===== config.mk =====
export PLATFORM = sky130hd
export DESIGN_NAME = conv_controller_param
export DESIGN_NICKNAME = d
export VERILOG_FILES = /design/src/rtl/conv_ctrl_pkg.sv /design/src/rtl/delay_pipe.sv /design/src/rtl/conv_controller_param.sv
export SDC_FILE = /design/constraint.sdc
export NUM_CORES = 1
export LEC_CHECK = 0
export ABC_AREA = 1
export CAP_MARGIN = 15
export CORE_ASPECT_RATIO = 1.25
export CORE_MARGIN = 2
export CORE_UTILIZATION = 48
export CTS_CLUSTER_SIZE = 14
export DETAILED_ROUTE_END_ITERATION = 8
export PLACE_DENSITY = 0.77
export SLEW_MARGIN = 40
export SYNTH_ARGS = -nofsm -noshare
export SYNTH_HDL_FRONTEND = slang
export SYNTH_SLANG_ARGS = --single-unit

===== constraint.sdc =====
create_clock -name clk -period 1.8 [get_ports clk]
set_input_delay 0.36 -clock clk [delete_from_list [all_inputs] [get_ports clk]]
set_output_delay 0.36 -clock clk [all_outputs]
set_load 0.01 [all_outputs]

===== src/rtl/conv_ctrl_pkg.sv =====
// Shared types and width helpers for the conv-layer controller and its delay line.
package conv_ctrl_pkg;

  typedef enum logic [2:0] {
    ST_IDLE   = 3'd0,
    ST_LOAD_W = 3'd1,
    ST_MAC    = 3'd2,
    ST_DRAIN  = 3'd3,
    ST_DONE   = 3'd4
  } fsm_state_t;

  // A counter still needs one bit when its range collapses to a single value.
  function automatic int calc_w(input int n);
    return (n < 2) ? 1 : $clog2(n);
  endfunction

  function automatic int addr_w(input int max_width, input int max_height, input int max_ch_out);
    return calc_w(max_width) + calc_w(max_height) + calc_w(max_ch_out);
  endfunction

  typedef struct packed {
    logic wb;
    logic fin;
  } psum_tag_t;

endpackage


===== src/rtl/delay_pipe.sv =====
// Fixed-depth shift register, DEPTH cycles from din to dout, advances every cycle.
// No backpressure; synchronous reset clears every stage so nothing leaks out after reset.
module delay_pipe #(
  parameter int WIDTH = 8,
  parameter int DEPTH = 2
) (
  input  logic             clk,
  input  logic             rst_in,
  input  logic [WIDTH-1:0] din,
  output logic [WIDTH-1:0] dout
);

  logic [WIDTH-1:0] stage [DEPTH];

  always_ff @(posedge clk) begin
    if (rst_in) begin
      for (int i = 0; i < DEPTH; i++) stage[i] <= '0;
    end else begin
      stage[0] <= din;
      for (int i = 1; i < DEPTH; i++) stage[i] <= stage[i-1];
    end
  end

  assign dout = stage[DEPTH-1];

endmodule


===== src/rtl/conv_controller_param.sv =====
// Conv-layer sequencer: weight loads then MAC beats per (ci,co); writeback/output PIPE_DEPTH cycles after last MAC beat.
// Host backpressure via valid/ready; ready only in LOAD_W and MAC, valid low freezes all counters.
module conv_controller_param
  import conv_ctrl_pkg::*;
#(
  parameter int LOG2_OF_MEM_HEIGHT = 20,
  parameter int MAX_WIDTH          = 64,
  parameter int MAX_HEIGHT         = 64,
  parameter int MAX_CH_IN          = 64,
  parameter int MAX_CH_OUT         = 32,
  parameter int BEATS              = 2,
  parameter int PIPE_DEPTH         = 5,
  localparam int X_W    = calc_w(MAX_WIDTH),
  localparam int Y_W    = calc_w(MAX_HEIGHT),
  localparam int CI_W   = calc_w(MAX_CH_IN),
  localparam int CO_W   = calc_w(MAX_CH_OUT),
  localparam int ADDR_W = addr_w(MAX_WIDTH, MAX_HEIGHT, MAX_CH_OUT)
) (
  input  logic                          clk,
  input  logic                          rst_in,
  input  logic                          start,
  input  logic [X_W-1:0]                cfg_x_last,
  input  logic [Y_W-1:0]                cfg_y_last,
  input  logic [CI_W-1:0]               cfg_ci_last,
  input  logic [CO_W-1:0]               cfg_co_last,
  output logic                          running,
  output logic                          done,
  input  logic                          valid,
  output logic                          ready,
  output logic [BEATS-1:0]              write_w,
  output logic [BEATS-1:0]              write_a,
  output logic                          mac_valid,
  output logic                          mac_accumulate_with_0,
  output logic                          mem_re,
  output logic [LOG2_OF_MEM_HEIGHT-1:0] mem_read_addr,
  output logic                          mem_we,
  output logic [LOG2_OF_MEM_HEIGHT-1:0] mem_write_addr,
  output logic                          output_valid,
  output logic [31:0]                   output_x,
  output logic [31:0]                   output_y,
  output logic [31:0]                   output_ch
);

  localparam int B_W = calc_w(BEATS);
  localparam int D_W = calc_w(PIPE_DEPTH);

  typedef struct packed {
    psum_tag_t       tag;
    logic [X_W-1:0]  x;
    logic [Y_W-1:0]  y;
    logic [CO_W-1:0] co;
  } wb_bundle_t;

  fsm_state_t      state;
  logic [B_W-1:0]  b;
  logic [X_W-1:0]  x;
  logic [Y_W-1:0]  y;
  logic [CO_W-1:0] co;
  logic [CI_W-1:0] ci;
  logic [D_W-1:0]  dcnt;

  logic [X_W-1:0]  x_last_q;
  logic [Y_W-1:0]  y_last_q;
  logic [CI_W-1:0] ci_last_q;
  logic [CO_W-1:0] co_last_q;

  logic beat, last_b, last_x, last_y, last_co, last_ci, mac_last;
  wb_bundle_t wb_in, wb_out;

  always_comb begin
    ready    = (state == ST_LOAD_W) || (state == ST_MAC);
    beat     = valid && ready;
    last_b   = (b == B_W'(BEATS - 1));
    last_x   = (x == x_last_q);
    last_y   = (y == y_last_q);
    last_co  = (co == co_last_q);
    last_ci  = (ci == ci_last_q);
    mac_last = beat && (state == ST_MAC) && last_b;
  end

  assign running               = (state != ST_IDLE);
  assign done                  = (state == ST_DONE);
  assign write_w               = (beat && state == ST_LOAD_W) ? (BEATS'(1) << b) : '0;
  assign write_a               = (beat && state == ST_MAC) ? (BEATS'(1) << b) : '0;
  assign mac_valid             = beat && (state == ST_MAC);
  assign mac_accumulate_with_0 = (state == ST_MAC) && (ci == '0);
  assign mem_re                = mac_last;
  assign mem_read_addr         = LOG2_OF_MEM_HEIGHT'({x, y, co});

  always_ff @(posedge clk) begin
    if (rst_in) begin
      state     <= ST_IDLE;
      b         <= '0;
      x         <= '0;
      y         <= '0;
      co        <= '0;
      ci        <= '0;
      dcnt      <= '0;
      x_last_q  <= '0;
      y_last_q  <= '0;
      ci_last_q <= '0;
      co_last_q <= '0;
    end else begin
      case (state)
        ST_IDLE: begin
          if (start) begin
            x_last_q  <= cfg_x_last;
            y_last_q  <= cfg_y_last;
            ci_last_q <= cfg_ci_last;
            co_last_q <= cfg_co_last;
            b         <= '0;
            x         <= '0;
            y         <= '0;
            co        <= '0;
            ci        <= '0;
            state     <= ST_LOAD_W;
          end
        end
        ST_LOAD_W: begin
          if (beat) begin
            if (last_b) begin
              b     <= '0;
              state <= ST_MAC;
            end else begin
              b <= b + 1'b1;
            end
          end
        end
        ST_MAC: begin
          if (beat) begin
            if (!last_b) begin
              b <= b + 1'b1;
            end else begin
              b <= '0;
              // y is innermost spatial loop; a full x/y sweep completes one (ci,co) pass.
              if (!last_y) begin
                y <= y + 1'b1;
              end else begin
                y <= '0;
                if (!last_x) begin
                  x <= x + 1'b1;
                end else begin
                  x <= '0;
                  if (!last_co) begin
                    co <= co + 1'b1;
                  end else begin
                    co <= '0;
                    ci <= last_ci ? '0 : ci + 1'b1;
                  end
                end
              end
              if (last_y && last_x) begin
                if (last_co && last_ci) begin
                  dcnt  <= '0;
                  state <= ST_DRAIN;
                end else begin
                  state <= ST_LOAD_W;
                end
              end
            end
          end
        end
        ST_DRAIN: begin
          if (dcnt == D_W'(PIPE_DEPTH - 1)) state <= ST_DONE;
          else                               dcnt  <= dcnt + 1'b1;
        end
        ST_DONE: state <= ST_IDLE;
        default: state <= ST_IDLE;
      endcase
    end
  end

  // Coordinates are zeroed when no psum is launched so idle stages carry nothing.
  always_comb begin
    wb_in         = '0;
    wb_in.tag.wb  = mac_last && !last_ci;
    wb_in.tag.fin = mac_last && last_ci;
    if (mac_last) begin
      wb_in.x  = x;
      wb_in.y  = y;
      wb_in.co = co;
    end
  end

  delay_pipe #(
    .WIDTH($bits(wb_bundle_t)),
    .DEPTH(PIPE_DEPTH)
  ) u_delay (
    .clk   (clk),
    .rst_in(rst_in),
    .din   (wb_in),
    .dout  (wb_out)
  );

  assign mem_we         = wb_out.tag.wb;
  assign output_valid   = wb_out.tag.fin;
  assign mem_write_addr = LOG2_OF_MEM_HEIGHT'({wb_out.x, wb_out.y, wb_out.co});
  assign output_x       = 32'(wb_out.x);
  assign output_y       = 32'(wb_out.y);
  assign output_ch      = 32'(wb_out.co);

endmodule


==> flow_summary.toml, run 1 <==
[clock_network]
htree_levels = 4
clk_pin_slew_worst_paths_ns = 0.06
cts_buffers = 17
clockBufferDepth = 2
clkSinkCount = 148
cts-root-buf = "clkbuf_16"
clock_latency_ns = 0.41
cts_tree = "done"

[grt]
grt_max_degree = 69
groute.usage.overall = 0.160
grt_pass1_vias = 4130
antenna_found_initial = 0
grt-ovfl-total = 0
grt_pass1_wl_um = 18300

[worst_setup_path]
worstPathArrival_ns = 1.43
path_max_fanout = 4
path_class = "reg2out"
timing.rr.start = "state[2]"
cp-end-kind = "output pin"
cp-start-kind = "flop"
worstPathRequired_ns = 1.44
critPathLaunch = "state[2]"

[floorplan]
dieArea_um2 = 14300
rows = 47
die-height_um = 133
io_pins = 175
coreArea_um2 = 13100
fp.dieW_um = 107
initial_utilization = 0.488

[routing]
viasPerCell = 4.17
vias = 4615
wl_um = 11000
wl_per_cell_um = 9.91
firstDrtPassIters = 5
drc = 0
drt-initial-drc-count = 228
ant_nets = 0

[sta]
fmax_ghz = 0.559
final.min_clock_period_ns = 1.79
finalMaxSlewViolations = 0
setup_viol = 0
fin_setup_tns_ns = 0
hold_viol_final = 0
fin_crit_sh = 0.993
rsz0062_at_grt = "yes"
skew_ns = 0.00853

[hold_path]
hp-class = "reg2reg"
worstHoldStart = "u_delay.stage[0][61]"

[finish]
drive_above_1_share = 0.136
antenna_cells = 0
layout.cells.most_common_list = "144 x nor2_1, 138 x dfxtp_1, 133 x inv_1"
utilization = 0.593
synthToLayoutAreaGrowth_pct = 21.6
nNetsFinal = 958
nFillCells = 1184
final_common_cell = "nor2_1"

[power]
total_power_mw = 9.76
ir_drop_mv = 0.675
power.leakage_nw = 3.45
p_per_area_nw_per_um2 = 1250

[yosys]
synth_seq_cells = 148
ys_warn_count = 0
seq_area_frac_synth = 0.463
syn_inst = 832
ys_async_sr_fraction = 0
ys_dominant_reg_cell = "dfxtp_1"
yosysUniqueCellTypes = 36
netlist_area_um2 = 6390
synth_edf_count = 0
synth.avg_cell_area_um2 = 7.69

[place]
place_congestion = 0.858
dp_hpwl_um = 7830
numPortBuffers = 89

[flow_run]
cap_viol_max_count = 0

[outcome]
status = "finished, final reports clean"
-- report_power, final --
| part | switching, mW | internal [mW] |
|---|---|---|
| registers | 0.191 | 3.54 |
| logic | 1.55 | 1.08 |
| clock network | 1.32 | 2.08 |
| total | 3.06 | 6.70 |
-- Yosys cell counts (2+ instances only) --
| library cell | count | area (um^2) |
|---|---|---|
| nor2_1 | 145 | 544 |
| inv_2 | 4 | 15.0 |
| nand3_2 | 2 | 20.0 |
| clkbuf_1 | 15 | 56.3 |
| dfxtp_1 | 148 | 2960 |
| nor4_1 | 2 | 12.5 |
| nand4_1 | 2 | 12.5 |
| nand2_1 | 123 | 462 |
| ha_1 | 7 | 87.6 |
| xor2_1 | 10 | 87.6 |
| nor2_4 | 5 | 56.3 |
| inv_1 | 135 | 507 |
| o21ai_0 | 26 | 130 |
| nor3_1 | 7 | 35.0 |
| nand2_4 | 5 | 56.3 |
| nand2_2 | 3 | 18.8 |
| a21oi_1 | 32 | 160 |
| buf_4 | 120 | 901 |
| buf_2 | 2 | 10.0 |
| o22ai_1 | 2 | 12.5 |
| or2_2 | 2 | 12.5 |
| nand3_1 | 21 | 105 |
-- worst max-delay path: stages (launching register included) --
cell	delay [ns]
dfxtp_2	0.34
nor2_4	0.13
nand2_4	0.08
buf_12	0.14
nor2_4	0.11
nand2_4	0.06
inv_2	0.05
buf_2	0.12
-- metal layers --
metal / up-vias / part of all wire / global-route usage
li1: 2459 / - / -
met5: - / 0 / 0
met2: 155 / 0.50 / 0.281
met1: 1990 / 0.43 / 0.184
met4: 0 / 0.014 / 0.0563
met3: 11 / 0.057 / 0.0468
-- kinds of logic after synthesis --
| family | share of synthesized area |
|---|---|
| XOR/XNOR | 0.0151 |
| AO/OA/AOI/OAI | 0.0528 |
| AND/OR/NAND/NOR | 0.219 |
| buffers and inverters | 0.235 |
| other | 0.000586 |
| adder cells (fa/ha/maj) | 0.0137 |
| flip-flops | 0.463 |
-- state kept, by name (all words and copies together) (netlist names), 5 cells and up --
signal	flops
u_delay.stage	95
ci	6
ci_last_q	6
x	6
x_last_q	6
y	6
y_last_q	6
co	5
co_last_q	5
-- final timing paths --
check / end / slack [ns] / depth (start not counted)
setup / recovery: write_a[1] / 0.01 / 7
hold / removal: u_delay.stage[0][80] / 0.40 / 2
setup reg to reg: ci[2] / 0.11 / 12
hold reg to reg: u_delay.stage[0][80] / 0.40 / 2
-- final cells by class --
cell class,instances,area (um^2),share of cell area
Timing Repair Buffer,128,1190,0.154
Multi-Input combinational cell,490,2290,0.295
Tap cell,171,214,0.0275
Clock buffer,20,447,0.0574
Sequential cell,148,2980,0.382
Clock inverter,12,131,0.0169
Inverter,139,524,0.0674
-- stage by stage --
| stage | instance area (um^2) | hold slack, ns | setup slack, ns | instances |
|---|---|---|---|---|
| floorplan | 6710 | 0.388 | 0.331 | 916 |
| global placement | 7130 | 0.389 | -0.247 | 1070 |
| detailed placement | 7130 | 0.392 | -0.285 | 1070 |
| CTS | 7700 | 0.396 | -0.00115 | 1103 |
| global route | 7780 | 0.412 | -0.0600 | 1108 |
| finish | 7780 | 0.395 | 0.0122 | 1108 |
-- repair_timing --
item                                    4_1_cts  5_1_grt
hold endpoints to repair                      0        0
hold buffers                                  0        0
gates resized for setup                      46       20
pin swaps                                     1        5
buffers inserted                              1        5
endpoints found under the setup margin       13       30
No activity file was read; power rests on OpenSTA's default activity.
==> run 2, diff against run 1 <==
Settings changed: CAP_MARGIN 15 to 20, REMOVE_ABC_BUFFERS set to 1.
==> run 2 against run 1 <==
  * Worst hold slack worse by 0.0023 ns
  * Clock skew shrank 0.0028 ns
  * Critical path depth is 6 lower
  * Routed wire length is 6.5% higher
  * Cell area decreased by 0.37%
  * Sequential cell count is the same
  * Core utilization shrank 0.22 points
==> flow_summary.toml, run 2 (synthesis gave the netlist of run 1 again) <==
[outcome]
status = "finished, final reports clean"

[finish]
synthToLayoutAreaGrowth_pct = 21.2
layout.cells.most_common_list = "144 x nor2_1, 143 x dfxtp_1, 132 x inv_1"
layout.cells.non_filler = 1104
nNetsFinal = 954
final_common_cell = "nor2_1"
drive_above_1_share = 0.123
multi_input_area_um2 = 2280
fin_area_um2 = 7750
regMostFlops = "u_delay.stage"
largest_register_ff_count = 95
nFillCells = 1152
antenna_cells = 0
regArea_um2 = 2970

[power]
switching_share = 0.300
p_clk_frac = 0.382
internal_power_mw = 7.04
switching_power_mw = 3.02
share_seq_of_total_power = 0.371
power.leakage_nw = 3.46
p_per_area_nw_per_um2 = 1300
ir_drop_mv = 0.782
combinationalPowerShare = 0.247

[grt]
grt_pass1_wl_um = 18900
grt_max_degree = 74
groute.usage.overall = 0.168
antenna_found_initial = 0
grt_pass1_vias = 4260
grt-ovfl-total = 0

[routing]
wl_per_cell_um = 10.6
drt-initial-drc-count = 188
vias = 4747
viasPerCell = 4.30
wl_um = 11700
drc = 0
firstDrtPassIters = 4
ant_nets = 0

[worst_setup_path]
worstRegToRegCells = 10
cp-start-kind = "flop"
max_stage_delay_ns = 0.57
crit_chain = "clkdlybuf4s50_1"
worst-path-stages = 1
timing.rr.start = "y[0]"
worstPathRequired_ns = 1.44
critPathLaunch = "co[3]"
r2r_slack_ns = 0.06
crit_path_end = "mem_read_addr[3]"
path_delay_family = "buffers and inverters"
cp-end-kind = "output pin"
path_buf_inv = 1
worstPathArrival_ns = 1.40
path_max_fanout = 3
reg2reg_to = "co[0]"
path_class = "reg2out"
slowest_stage = "clkdlybuf4s50_1"

[clock_network]
clkSinkCount = 148
clock_latency_ns = 0.42
cts_buffers = 17
cts-root-buf = "clkbuf_16"
clk_pin_slew_worst_paths_ns = 0.06
htree_levels = 4
cts_tree = "done"
clockBufferDepth = 2

[sta]
hold_viol_final = 0
relSlewSlack = 0.518
fin_ws_ns = 0.0409
finalMaxSlewViolations = 0
skew_ns = 0.00570
fmax_ghz = 0.568
fin_crit_sh = 0.977
tightest_slew_ns = 0.724
setup_viol = 0
rsz0062_at_grt = "yes"
final.min_clock_period_ns = 1.76

[place]
dp_cells = 1067
place_ws_ns = -0.256
detailed_place.area_um2 = 7050
numPortBuffers = 89
dp_hpwl_um = 8100
place_congestion = 0.872

[flow_run]
cap_viol_max_count = 0

[floorplan]
rows = 47
fp.dieW_um = 107
dieArea_um2 = 14300
die-height_um = 133
initial_utilization = 0.488
coreArea_um2 = 13100
io_pins = 175

[hold_path]
hp-class = "in2reg"
==> run 2: through the flow <==
step            util  setup TNS [ns]  power, mW  hold slack, ns
6_report       0.591               0       10.1           0.393
5_1_grt        0.591          -0.399       10.6           0.398
4_1_cts        0.587               0       10.1           0.373
3_5_place_dp   0.538           -4.09       6.19           0.392
3_3_place_gp   0.538           -3.26       6.14           0.389
2_1_floorplan      -        -0.00553       5.26           0.388
==> run 2: power groups by stage <==
stage	Sequential (mW)	Combinational (mW)	Clock (mW)
CTS	3.72	2.42	3.92
global route	3.76	2.81	4.03
detailed placement	3.78	2.41	0
global placement	3.77	2.37	0
finish	3.73	2.48	3.85
floorplan	3.81	1.46	0
==> run 2: layer usage <==
layer  wire length, um  GRT usage
met5                 0          0
met4               351     0.0837
met3               674     0.0493
met2              6050      0.300
met1              4630      0.179
==> run 2: worst min-delay path by stage <==
stage	slack, ns	endpoint	cells past startpoint	startpoint
floorplan	0.39	u_delay.stage[0][19]	2	u_delay.stage[0][0]
global placement	0.39	u_delay.stage[0][34]	2	u_delay.stage[0][15]
detailed placement	0.39	u_delay.stage[0][47]	2	u_delay.stage[0][28]
CTS	0.37	state[0]	3	rst_in
global route	0.40	ci[3]	3	rst_in
finish	0.39	state[0]	3	rst_in
==> run 2: area by class of cell <==
| type | count | share of cell area |
|---|---|---|
| well taps | 171 | 0.0276 |
| clock buffers | 20 | 0.0576 |
| multi-input cells | 490 | 0.294 |
| inverters | 139 | 0.0673 |
| flip-flops and latches | 148 | 0.383 |
| repair buffers | 124 | 0.144 |
| clock inverters | 12 | 0.0262 |
==> run 2: timing repair <==
| action | 4_1_cts | 5_1_grt |
|---|---|---|
| resized for setup | 40 | 14 |
| pin swaps | 2 | 5 |
| hold buffers | 0 | 0 |
| setup buffers | 0 | 5 |
| setup endpoints to repair | 13 | 19 |
==> run 3, diff against run 2 <==
==> constraint.sdc (replaced) <==
create_clock -name clk -period 1.8 [get_ports clk]
set_input_delay 0.18 -clock clk [delete_from_list [all_inputs] [get_ports clk]]
set_output_delay 0.18 -clock clk [all_outputs]
set_load 0.01 [all_outputs]
==> run 3 against run 2 <==
  * Clock power decreased by 20%
  * Clock skew grew 0.0013 ns
  * Worst setup slack better by 0.067 ns
  * Cell area is 3.9% lower
  * Critical path depth is 2 higher
  * Global-route usage decreased by 0.89 points
  * First-iteration DRC count is 8.5% higher
  * Power decreased by 9.5%
  * Via count down 2.7%
  * Register-to-register slack improved by 0.10 ns
  * Core utilization is 2.3 points lower
==> flow_summary.toml, run 3 (synthesis gave the netlist of run 1 again) <==
[outcome]
status = "finished, final reports clean"

[worst_setup_path]
timing.rr.start = "x[4]"
cp-end-kind = "output pin"
critPathLaunch = "state[2]"
path_class = "reg2out"
worstPathRequired_ns = 1.62
path_max_fanout = 4
worstPathArrival_ns = 1.51
cp-start-kind = "flop"

[clock_network]
cts-root-buf = "clkbuf_16"
cts_tree = "done"
post-cts-setup-buffer-count = 0
clock_latency_ns = 0.40
htree_levels = 4
cts_buffers = 17
clk_pin_slew_worst_paths_ns = 0.06
clkSinkCount = 148
ctsHoldBuffers = 0
clockBufferDepth = 2

[sta]
fmax_ghz = 0.591
fin_ws_ns = 0.108
hold_viol_final = 0
fin_setup_tns_ns = 0
setup_viol = 0
skew_ns = 0.00698
final.min_clock_period_ns = 1.69
relSlewSlack = 0.563
fin_crit_sh = 0.940
finalMaxSlewViolations = 0
rsz0062_at_grt = "no"
tightest_slew_ns = 0.656

[finish]
drive_above_1_share = 0.0858
nNetsFinal = 933
utilization = 0.568
final_common_cell = "nor2_1"
antenna_cells = 0
largest_register_ff_count = 95
synthToLayoutAreaGrowth_pct = 16.5
regMostFlops = "u_delay.stage"
layout.cells.most_common_list = "145 x nor2_1, 144 x dfxtp_1, 134 x inv_1"
fin_area_um2 = 7450

[routing]
drc = 0
drt-initial-drc-count = 204
ant_nets = 0
wl_per_cell_um = 10.4
viasPerCell = 4.28
firstDrtPassIters = 5
wl_um = 11300
vias = 4617

[grt]
antenna_found_initial = 0
grt_max_degree = 62
grt_pass1_vias = 3964
grt-ovfl-total = 0
groute.usage.overall = 0.159
grt_pass1_wl_um = 18000

[hold_path]
hp-class = "in2reg"
worstHoldStart = "rst_in"

[place]
place_ws_ns = 0.0389
place_congestion = 0.855
detailed_place.area_um2 = 6930
dp_hpwl_um = 7850
numPortBuffers = 89

[floorplan]
die-height_um = 133
dieArea_um2 = 14300
rows = 47
fp.dieW_um = 107
initial_utilization = 0.488
coreArea_um2 = 13100
io_pins = 175

[power]
ir_drop_mv = 0.851
p_per_area_nw_per_um2 = 1220
power.leakage_nw = 3.24

[flow_run]
cap_viol_max_count = 0
[run 3: changes by cell type in the layout (fill, tap and decap cells not counted), sizes merged]
| cell | delta |
|---|---|
| clkinvlp | -1 |
| clkbuf | +4 |
| inv | -1 |
| clkdlybuf4s50 | +6 |
| buf | -28 |
| bufinv | -4 |
| dlymetal6s2s | -4 |
| clkinv | +1 |
| dlygate4sd2 | +3 |
[run 3: worst max-delay path: stages, from the launching register on]
cell and delay, ns:
dfxtp_1 0.41, nor2_4 0.06, nand2_1 0.10, clkdlybuf4s50_1 0.55
[run 3: stage by stage]
stage | hold slack, ns | power (mW) | instances
after global placement | 0.390 | 5.97 | 1051
final | 0.135 | 9.10 | 1080
after floorplan | 0.249 | 5.26 | 777
after CTS | 0.120 | 9.14 | 1080
after global routing | 0.124 | 9.64 | 1080
after detailed placement | 0.392 | 6.02 | 1051
[run 3: final timing paths]
check        slack [ns]  depth (start not counted)                    to
max reg2reg        0.16                         11                 ci[2]
min                0.14                          4  u_delay.stage[0][18]
max                0.11                          3               running
min reg2reg        0.39                          2  u_delay.stage[0][53]
[run 3: where the power goes]
group          total, mW  switching (mW)  internal (mW)
Sequential          3.77           0.232           3.54
Combinational       2.23            1.40          0.828
Clock               3.09            1.20           1.90
[run 3: final cells by class]
| cell class | instances | area, um^2 |
|---|---|---|
| fill | 1209 | 5660 |
| clock buffer | 22 | 454 |
| timing repair buffer | 103 | 968 |
| multi-input combinational | 490 | 2260 |
| tap | 171 | 214 |
| sequential | 148 | 2970 |
| clock inverter | 7 | 60.1 |
| inverter | 139 | 524 |
[run 3: timing repair]
item,4_1_cts,5_1_grt
pin swaps,0,4
endpoints found under the setup margin,10,7
gates resized for setup,13,12
[run 3: per-layer routing]
metal | vias to the layer above | global-route usage | wire length [um]
met5 | - | 0 | 0
met4 | 0 | 0.0678 | 199
met3 | 15 | 0.0458 | 657
met2 | 170 | 0.284 | 5870
met1 | 2023 | 0.174 | 4540
li1 | 2409 | - | -
